--- src/rtl/rr_arb2.sv ---
`default_nettype none
// ============================================================================
//  Module      : rr_arb2
//  Description : Two-source round-robin arbiter for a shared valid/ready sink.
//                A grant lasts up to BURST transfers, then passes to the other
//                source if it is waiting. Drives the 2:1 data mux select and
//                gates each source's ready.
//  Revision    : 1.0 - initial release
// ============================================================================
module rr_arb2 #(
    parameter int WIDTH = 8,
    parameter int BURST = 4
) (
    input  logic             clk,
    input  logic             reset,
    input  logic             in0_valid,
    input  logic [WIDTH-1:0] in0_data,
    output logic             in0_ready,
    input  logic             in1_valid,
    input  logic [WIDTH-1:0] in1_data,
    output logic             in1_ready,
    output logic             out_valid,
    output logic [WIDTH-1:0] out_data,
    input  logic             out_ready,
    output logic             sel,
    output logic [1:0]       grant
);

    localparam int               c_CNT_W    = $clog2(BURST + 1);
    localparam logic [c_CNT_W-1:0] c_CNT_LAST = c_CNT_W'(BURST - 1);
    localparam logic [c_CNT_W-1:0] c_CNT_ONE  = c_CNT_W'(1);

    localparam logic [1:0] c_ST_IDLE = 2'd0;
    localparam logic [1:0] c_ST_G0   = 2'd1;
    localparam logic [1:0] c_ST_G1   = 2'd2;

    logic [1:0]         r_state;
    logic [c_CNT_W-1:0] r_cnt;
    logic               r_last;

    logic [1:0]         w_state_nxt;
    logic [c_CNT_W-1:0] w_cnt_nxt;
    logic               w_last_nxt;

    logic               w_owner;
    logic               w_own_valid;
    logic               w_oth_valid;
    logic [1:0]         w_oth_state;
    logic               w_xfer;

    // Owner-relative views so the G0/G1 rules can be written once.
    assign w_owner     = (r_state == c_ST_G1);
    assign w_own_valid = w_owner ? in1_valid : in0_valid;
    assign w_oth_valid = w_owner ? in0_valid : in1_valid;
    assign w_oth_state = w_owner ? c_ST_G0 : c_ST_G1;

    // Outputs decode straight from state; valid/ready are masked during reset
    // so no beat completes in the reset cycle.
    assign grant     = {r_state == c_ST_G1, r_state == c_ST_G0};
    assign sel       = w_owner;
    assign out_data  = sel ? in1_data : in0_data;
    assign out_valid = !reset && ((grant[0] && in0_valid) || (grant[1] && in1_valid));
    assign in0_ready = !reset && grant[0] && out_ready;
    assign in1_ready = !reset && grant[1] && out_ready;
    assign w_xfer    = out_valid && out_ready;

    // Next-state, burst count and last-served selection.
    always_comb begin
        w_state_nxt = r_state;
        w_cnt_nxt   = r_cnt;
        w_last_nxt  = r_last;
        case (r_state)
            c_ST_IDLE: begin
                w_cnt_nxt = '0;
                if (in0_valid && in1_valid) begin
                    // last==1 means source 1 was served most recently, so 0 wins.
                    w_state_nxt = r_last ? c_ST_G0 : c_ST_G1;
                end else if (in0_valid) begin
                    w_state_nxt = c_ST_G0;
                end else if (in1_valid) begin
                    w_state_nxt = c_ST_G1;
                end
            end
            c_ST_G0, c_ST_G1: begin
                if (w_xfer) begin
                    if (r_cnt == c_CNT_LAST) begin
                        // Burst complete: rotate only if the other side waits.
                        w_last_nxt = w_owner;
                        w_cnt_nxt  = '0;
                        if (w_oth_valid) begin
                            w_state_nxt = w_oth_state;
                        end
                    end else begin
                        w_cnt_nxt = r_cnt + c_CNT_ONE;
                    end
                end else if (!w_own_valid) begin
                    // Owner dropped valid: treat as release.
                    w_last_nxt  = w_owner;
                    w_cnt_nxt   = '0;
                    w_state_nxt = w_oth_valid ? w_oth_state : c_ST_IDLE;
                end
                // Stalled sink with owner valid: hold everything.
            end
            default: begin
                w_state_nxt = c_ST_IDLE;
                w_cnt_nxt   = '0;
            end
        endcase
    end

    // State register with synchronous active-high reset.
    always_ff @(posedge clk) begin
        if (reset) begin
            r_state <= c_ST_IDLE;
            r_cnt   <= '0;
            r_last  <= 1'b1;
        end else begin
            r_state <= w_state_nxt;
            r_cnt   <= w_cnt_nxt;
            r_last  <= w_last_nxt;
        end
    end

endmodule
`default_nettype wire

--- config.mk ---
export PLATFORM = sky130hd
export DESIGN_NAME = rr_arb2
export DESIGN_NICKNAME = d
export VERILOG_FILES = /design/src/rtl/rr_arb2.sv
export SDC_FILE = /design/constraint.sdc
export NUM_CORES = 1
export LEC_CHECK = 0
export BUFFER_PORTS_ARGS = -buffer_cell sky130_fd_sc_hd__buf_2
export CORE_MARGIN = 2
export CORE_UTILIZATION = 49
export CTS_BUF_LIST = sky130_fd_sc_hd__clkbuf_4 sky130_fd_sc_hd__clkbuf_8
export DETAILED_ROUTE_END_ITERATION = 8
export PLACE_DENSITY = 0.85
export SETUP_SLACK_MARGIN = 0.05
export SLEW_MARGIN = 20
export SYNTH_ARGS = -nofsm -noshare
export SYNTH_HDL_FRONTEND = slang
export SYNTH_SLANG_ARGS = --single-unit
--- constraint.sdc ---
create_clock -name clk -period 2.7 [get_ports clk]
set_input_delay 0.54 -clock clk [delete_from_list [all_inputs] [get_ports clk]]
set_output_delay 0.54 -clock clk [all_outputs]
set_load 0.01 [all_outputs]
# Word level (Yosys, flattened, before mapping)
# Cells that the tools add are included.
dict set report op_classes {
  n_addsub 1
  n_eq_ne 9
  mux 20
  bitwise_logic 1
  n_reduce_logical 16
}
# op count
set ops {}
lappend ops {{2-to-1 mux 2 bit} 10}
lappend ops {{logical AND 1 bit} 9}
lappend ops {{2-to-1 mux 3 bit} 3}
lappend ops {{inequality test 3 bit (second input constant)} 3}
lappend ops {{2-to-1 mux 8 bit} 1}
lappend ops {{2-to-1 mux 1 bit} 5}
lappend ops {{inequality test 2 x 1 -> 1 bit (second input constant)} 2}
lappend ops {{inequality test 4 bit (second input constant)} 1}
lappend ops {{case mux 2 bit (2 select lines)} 1}
lappend ops {{AND reduction 4 bit} 1}
lappend ops {{OR reduction 2 bit} 2}
lappend ops {{adder 3 x 1 -> 3 bit (second input constant)} 1}
lappend ops {{== test 3 x 2 -> 1 bit (second input constant)} 1}
lappend ops {{AND reduction 3 bit} 1}
lappend ops {{== test 2 x 1 -> 1 bit (second input constant)} 1}
lappend ops {{== test 2 bit (second input constant)} 1}
lappend ops {{logical NOT 2 bit} 1}
lappend ops {{logical NOT 1 bit} 1}
lappend ops {{logical OR 1 bit} 1}
lappend ops {{inverter 1 bit} 1}
dict set report totals {
  ff_bits 6
  input_bits 21
  output_inout_bits 14
}

# Depth between registers and ports, before layout
# Gate-level depths: netlist of the first run.
dict set report logic_depth {
  word_depth 7
  ltp_mapped 7
  ltp_nobuf 6
}

# Worst setup path before layout of the first run
# OpenSTA, ideal clock, no wires.
dict set report synth_path {
  path_kind {reg-to-output}
  start {register r_state[0]}
  end {output out_data[0]}
  t_arrival_ns 1.508
  required_ns 2.160
  slack_ns 0.652
  stages_incl_launch_ff 6
  cell_sequence {dfxtp_1 > inv_1 > ha_1 > buf_6 > clkbuf_1 > mux2_2}
}
dict set report synth_via {
  elab_chain_cells 2
}
# element line
set synth_rtl {}
lappend synth_rtl {{from (decl)} 37} ;# logic [1:0] r_state;
lappend synth_rtl {{from (signal assigned)} 114} ;# r_state <= c_ST_IDLE;
lappend synth_rtl {{from (signal assigned)} 118} ;# r_state <= w_state_nxt;
lappend synth_rtl {{== test 2 bit} 52} ;# assign w_owner = (r_state == c_ST_G1);
lappend synth_rtl {{named net sel} 25} ;# output logic sel,
lappend synth_rtl {{2-to-1 mux 8 bit} 61} ;# assign out_data = sel ? in1_data : in0_data;
lappend synth_rtl {{to (decl)} 23} ;# output logic [WIDTH-1:0] out_data,
# The timed path passes the listed nets, and every way through them passes these cells.

# Worst setup path in the final report of the first run
dict set report layout_path {
  start {register r_state[0]}
  end {output out_data[5]}
}
dict set report layout_via {
  elab_chain_cells 2
}
# element line
set layout_rtl {}
lappend layout_rtl {{== test 2 bit} 52}
lappend layout_rtl {{2-to-1 mux 8 bit} 61}
# No other way between the ends.

==> results of run 1 <==
-- placed cells by master (no fill, tap or decap), types with 2 or more instances in the layout --
| master | instances |
|---|---|
| inv_1 | 4 |
| mux2_2 | 8 |
| nor2_1 | 7 |
| ha_1 | 5 |
| buf_2 | 34 |
| nor3b_1 | 2 |
| nor2b_1 | 2 |
| clkbuf_4 | 3 |
| dfxtp_1 | 6 |
| nand2b_1 | 5 |
| mux2i_1 | 3 |
| nor3_1 | 2 |
-- cells by family (layout without fill, tap and decap cells) --
logic type	Yosys count	after routing
buffers and inverters	8	42
multiplexers	12	12
AO/OA/AOI/OAI	12	12
flip-flops	6	6
adder cells (fa/ha/maj)	5	5
AND/OR/NAND/NOR	23	23
-- critical path, delay by kind of cell, from the launching register on --
| kind | cells | cell delay (ps) |
|---|---|---|
| buf+inv | 3 | 500 |
| mux | 1 | 360 |
| fa+ha+maj | 1 | 350 |
| flops | 1 | 330 |
-- how the worst max path moves through the flow --
stage | from | end | slack, ps | depth (start not counted)
after floorplan | r_state[0] | out_data[0] | 650 | 5
after global placement | r_state[0] | out_data[2] | 690 | 5
after detailed placement | r_state[0] | out_data[5] | 620 | 5
after CTS | r_state[0] | out_data[5] | 360 | 5
after global routing | r_state[0] | out_data[4] | 270 | 5
final | r_state[0] | out_data[5] | 380 | 5
-- power groups by stage --
stage | Clock [mW] | Sequential [mW] | Combinational (mW)
finish | 0.0829 | 0.110 | 0.308
global route | 0.0902 | 0.111 | 0.337
CTS | 0.0837 | 0.110 | 0.311
detailed placement | 0 | 0.112 | 0.308
global placement | 0 | 0.110 | 0.298
floorplan | 0 | 0.109 | 0.239
-- metal layers --
metal	GRT usage, %	part of all wire (%)	vias to the layer above
met2	34.9	48	43
met5	0	0	-
met3	3.33	9.9	2
met1	23.9	41	269
met4	9.17	1.2	0
li1	-	-	311
-- sequential cells by signal (all words and copies together) (netlist names) --
| signal | count |
|---|---|
| r_cnt | 3 |
| r_last | 1 |
| r_state | 2 |
-- layout make-up --
class | count | area share [%]
tap | 15 | 2.24
multi-input combinational | 52 | 57.7
sequential | 6 | 14.3
timing repair buffer | 35 | 21.2
clock buffer | 3 | 2.69
inverter | 4 | 1.79
-- stage by stage --
step	setup WS [ps]	hold slack, ps
after global placement	695	465
after floorplan	652	457
after global routing	274	500
final	378	471
after CTS	359	474
after detailed placement	621	467
==> results.py, run 1 <==
metrics = {
    "final_layout": {
        "final_util_pct": 66.0,
        "multiInputGateArea_sq_um": 483,
        "diodes": 0,
        "area_delta_synth_final_pct": 28.4,
        "layout-drive-gt1-share_pct": 53.0,
        "finalInstanceArea_sq_um": 837,
        "stdcell_count": 115,
        "layout.nets": 128,
        "fillers": 103,
        "seq_area_sq_um": 120,
    },
    "worst_hold_path": {
        "hold_class": "reg2reg",
        "whs_endpoint": "r_cnt[2]",
        "min_path_cells": 1,
        "min_from": "r_cnt[2]",
    },
    "outcome": {
        "outcome": "completed",
    },
    "routing": {
        "drt-vias-per-instance": 5.43,
        "dr.pass1.iters": 4,
        "drt-initial-drc-count": 16,
        "avgRoutedWirePerCell_um": 12.4,
        "drtAntennaViolNets": 0,
        "drt_wl_total_um": 1430,
        "drc": 0,
        "vias": 625,
    },
    "yosys": {
        "synth_ff_type": "dfxtp_1",
        "ys_warn_count": 0,
        "synth-simple-area-share_pct": 20.2,
        "syn_inst": 66,
        "synth_top_area_cell": "dfxtp_1",
        "synth_area_leaders": "dfxtp_1 (18%), mux2_2 (14%), ha_1 (9.6%)",
        "synth_top_family_by_area": "compound AO/OA/AOI/OAI gates",
        "synth_nets": 92,
        "ys_seq_area_share_pct": 18.4,
        "muxShareOfSynthArea_pct": 20.7,
        "synth_xor_area_share_pct": 0,
        "synthTopCellsByCount": "mux2_2 (8), nor2_1 (7), dfxtp_1 (6)",
        "async_flop_share_pct": 0,
        "netlist_area_sq_um": 652,
        "synthAdderAreaFrac_pct": 9.60,
        "synth_area_per_cell_sq_um": 9.88,
        "synthDistinctLibCells": 31,
        "synth_top_area_share_pct": 18.4,
        "yosysMostFrequentCell": "mux2_2",
        "synth-compound-area-share_pct": 23.6,
        "ys_ff_latch": 6,
        "synth_edf_count": 0,
    },
    "sta": {
        "rsz0062_at_grt": "false",
        "skew_ps": 1.03,
        "tns_ps": 0,
        "tightest_slew_ps": 372,
        "slew_headroom_pct": 75.0,
        "min_period_over_period_pct": 86.0,
        "slew_violations": 0,
        "hold_violations": 0,
        "setup_viol": 0,
        "fmax_mhz": 431,
        "fin_crit_ps": 2320,
    },
    "worst_setup_path": {
        "worst_path_max_delay_cell": "mux2_2",
        "end_kind": "output pin",
        "reg2reg_to": "r_last",
        "r2r-start": "r_state[0]",
        "crit_fanout": 14,
        "worst-endpoint-arrival_ps": 1780,
        "cp_data_required_time_ps": 2160,
        "critPathKind": "reg2out",
        "critPathMaxStageDelay_ps": 360,
        "reg2reg_depth": 7,
        "worst_setup_path_start_kind": "flop",
        "crit_chain": "inv_1 -> ha_1 -> buf_4 -> mux2_2 -> buf_2",
        "reg2reg_slack_ps": 730,
    },
    "clocking": {
        "cts_root_buf": "clkbuf_4",
        "cts-htree-levels": 1,
        "postCtsSetupRepairBufs": 0,
        "cts.repair.resized": 0,
        "cts_tree": "built",
        "cts_max_path_buffers": 2,
        "holdBufCountCts": 0,
        "clkSinkCount": 6,
        "clk_pin_slew_worst_paths_ps": 50,
        "cts_buffers": 3,
        "worstSkewPairLatency_ps": 240,
    },
    "power": {
        "leakagePower_nw": 0.402,
        "internal_power_mw": 0.300,
        "switchingPower_mw": 0.201,
        "clkPwrFrac_pct": 16.6,
        "p_seq_share_pct": 22.0,
        "pwr-share-comb_pct": 61.4,
        "switching_share_pct": 40.1,
        "cellPowerDensity_nw_per_um2": 599,
        "peakVddDrop_v": 0.000349,
        "p_total_mw": 0.501,
    },
    "grt": {
        "grt_max_degree": 15,
        "track_usage_pct": 20.2,
        "grt_antenna_before_repair": 0,
        "grt_pass1_wl_um": 2210,
        "grt_pass1_vias": 543,
        "gr-total-overflow": 0,
    },
    "placement": {
        "dpl.cell_count": 112,
        "gp_congestion": 0.812,
        "postPlaceCellArea_sq_um": 815,
        "dp_hpwl_um": 1220,
        "numPortBuffers": 34,
    },
    "floorplan": {
        "die_h_um": 40.5,
        "start_util_pct": 51.4,
        "coreArea_sq_um": 1270,
        "die_w_um": 40.5,
        "num_rows": 13,
        "pin_count": 35,
        "dieArea_sq_um": 1640,
    },
    "job": {
        "maxCapViolations": 0,
    },
}
Note: power is estimated with default switching activity, not from simulation.
==> run 2: changes to the inputs <==
--- a/config.mk
+++ b/config.mk
@@ -11,6 +11,7 @@
 export CTS_BUF_LIST = sky130_fd_sc_hd__clkbuf_4 sky130_fd_sc_hd__clkbuf_8
 export DETAILED_ROUTE_END_ITERATION = 8
 export PLACE_DENSITY = 0.85
+export RECOVER_POWER = 100
 export SETUP_SLACK_MARGIN = 0.05
 export SLEW_MARGIN = 20
 export SYNTH_ARGS = -nofsm -noshare
==> results.py, run 2 (synthesis gave the netlist of run 1 again) <==
metrics = {
    "sta": {
        "min_period_over_period_pct": 83.2,
        "fin_crit_ps": 2250,
        "fmax_mhz": 445,
        "hold_violations": 0,
        "setup_viol": 0,
        "rsz0062_at_grt": "false",
        "slew_violations": 0,
        "tightest_slew_ps": 699,
        "slew_headroom_pct": 53.2,
        "tns_ps": 0,
        "skew_ps": 0.934,
    },
    "worst_hold_path": {
        "hold_class": "reg2reg",
        "min_from": "r_cnt[2]",
    },
    "power": {
        "cellPowerDensity_nw_per_um2": 597,
        "internal_power_mw": 0.277,
        "pwr-share-comb_pct": 58.9,
        "leakagePower_nw": 0.336,
        "switching_share_pct": 40.6,
        "peakVddDrop_v": 0.000330,
        "clkPwrFrac_pct": 17.5,
        "switchingPower_mw": 0.190,
        "p_seq_share_pct": 23.6,
    },
    "worst_setup_path": {
        "critPathBufInv": 2,
        "startpoint": "r_state[0]",
        "critPathKind": "reg2out",
        "cp_data_required_time_ps": 2160,
        "worst_setup_path_start_kind": "flop",
        "critPathMaxStageDelay_ps": 500,
        "worst_path_max_delay_cell": "a22oi_1",
        "cp_top_family": "compound AO/OA/AOI/OAI gates",
        "end_kind": "output pin",
        "crit_chain": "inv_1 -> ha_1 -> a22oi_1 -> nor2_1 -> buf_2",
        "r2r-start": "r_state[0]",
        "crit_fanout": 6,
        "worst-endpoint-arrival_ps": 1710,
    },
    "final_layout": {
        "diodes": 0,
        "largest_register_ffs": 3,
        "finalInstanceArea_sq_um": 783,
        "fillers": 116,
        "reg_top3": "r_cnt (3), r_state (2), r_last (1)",
        "layout.nets": 128,
        "final_cell_mix": "buf_2 (21), clkbuf_1 (13), mux2_2 (8), nor2_1 (7), dfxtp_1 (6)",
        "top_register": "r_cnt",
        "area_delta_synth_final_pct": 20.2,
        "layout-drive-gt1-share_pct": 37.0,
        "final_common_cell": "buf_2",
    },
    "clocking": {
        "cts_buffers": 3,
        "postCtsSetupRepairBufs": 0,
        "cts-htree-levels": 1,
        "holdBufCountCts": 0,
        "worstSkewPairLatency_ps": 240,
        "cts_tree": "built",
        "cts_root_buf": "clkbuf_4",
        "cts.repair.resized": 0,
        "clk_pin_slew_worst_paths_ps": 40,
        "clkSinkCount": 6,
        "cts_max_path_buffers": 2,
    },
    "routing": {
        "vias": 623,
        "drt-vias-per-instance": 5.42,
        "dr.pass1.iters": 4,
        "drt-initial-drc-count": 11,
        "drc": 0,
        "avgRoutedWirePerCell_um": 12.4,
        "drt_wl_total_um": 1430,
        "drtAntennaViolNets": 0,
    },
    "floorplan": {
        "start_util_pct": 51.4,
        "coreArea_sq_um": 1270,
        "num_rows": 13,
        "dieArea_sq_um": 1640,
        "die_w_um": 40.5,
        "pin_count": 35,
        "die_h_um": 40.5,
    },
    "grt": {
        "gr-total-overflow": 0,
        "track_usage_pct": 20.2,
        "grt_antenna_before_repair": 0,
        "grt_pass1_vias": 543,
        "grt_pass1_wl_um": 2210,
        "grt_max_degree": 15,
    },
    "placement": {
        "dp_hpwl_um": 1220,
        "postPlaceCellArea_sq_um": 815,
        "gp_congestion": 0.812,
        "numPortBuffers": 34,
    },
    "job": {
        "maxCapViolations": 0,
    },
    "outcome": {
        "outcome": "completed",
    },
}
run 2: power by group through the flow:
stage          Sequential, mW  Clock [mW]  Combinational, mW
6_report                0.110      0.0819              0.275
5_1_grt                 0.111      0.0902              0.303
4_1_cts                 0.110      0.0837              0.311
3_5_place_dp            0.112           0              0.308
3_3_place_gp            0.110           0              0.298
2_1_floorplan           0.109           0              0.239
run 2: final cells by class:
class	instances	area (sq um)	share of cell area (%)
Clock buffer	3	22.5	2.88
Inverter	4	15.0	1.92
Multi-Input combinational cell	52	445	56.9
Sequential cell	6	120	15.3
Tap cell	15	18.8	2.40
Timing Repair Buffer	35	161	20.6
run 2: worst paths after layout:
check         endpoint  slack (ps)  cells after the start
max          out_valid         450                      5
min           r_cnt[2]         470                      1
max reg2reg     r_last         570                      6
min reg2reg   r_cnt[2]         470                      1
run 2: metrics by stage:
step / hold slack [ps] / total power, mW / utilization [%] / worst slack (ps) / std cells
floorplan: 457 / 0.348 / - / 652 / 66
global placement: 465 / 0.408 / 64.2 / 695 / 112
detailed placement: 467 / 0.420 / 64.2 / 621 / 112
CTS: 474 / 0.504 / 66.0 / 359 / 115
global route: 500 / 0.505 / 61.7 / 299 / 115
finish: 471 / 0.467 / 61.7 / 453 / 115
run 2: worst register-to-register path: stages, from the launching register on:
cell and delay [ps]:
dfxtp_1 380, inv_1 80, ha_1 280, a22oi_1 500, nor3_1 190, o31a_1 270, a311o_1 310
run 2: routing by layer:
metal	vias up	routed length (um)	track usage [%]
li1	312	-	-
met1	270	586	23.9
met2	39	688	34.9
met3	2	135	3.33
met4	0	17	9.17
met5	-	0	0
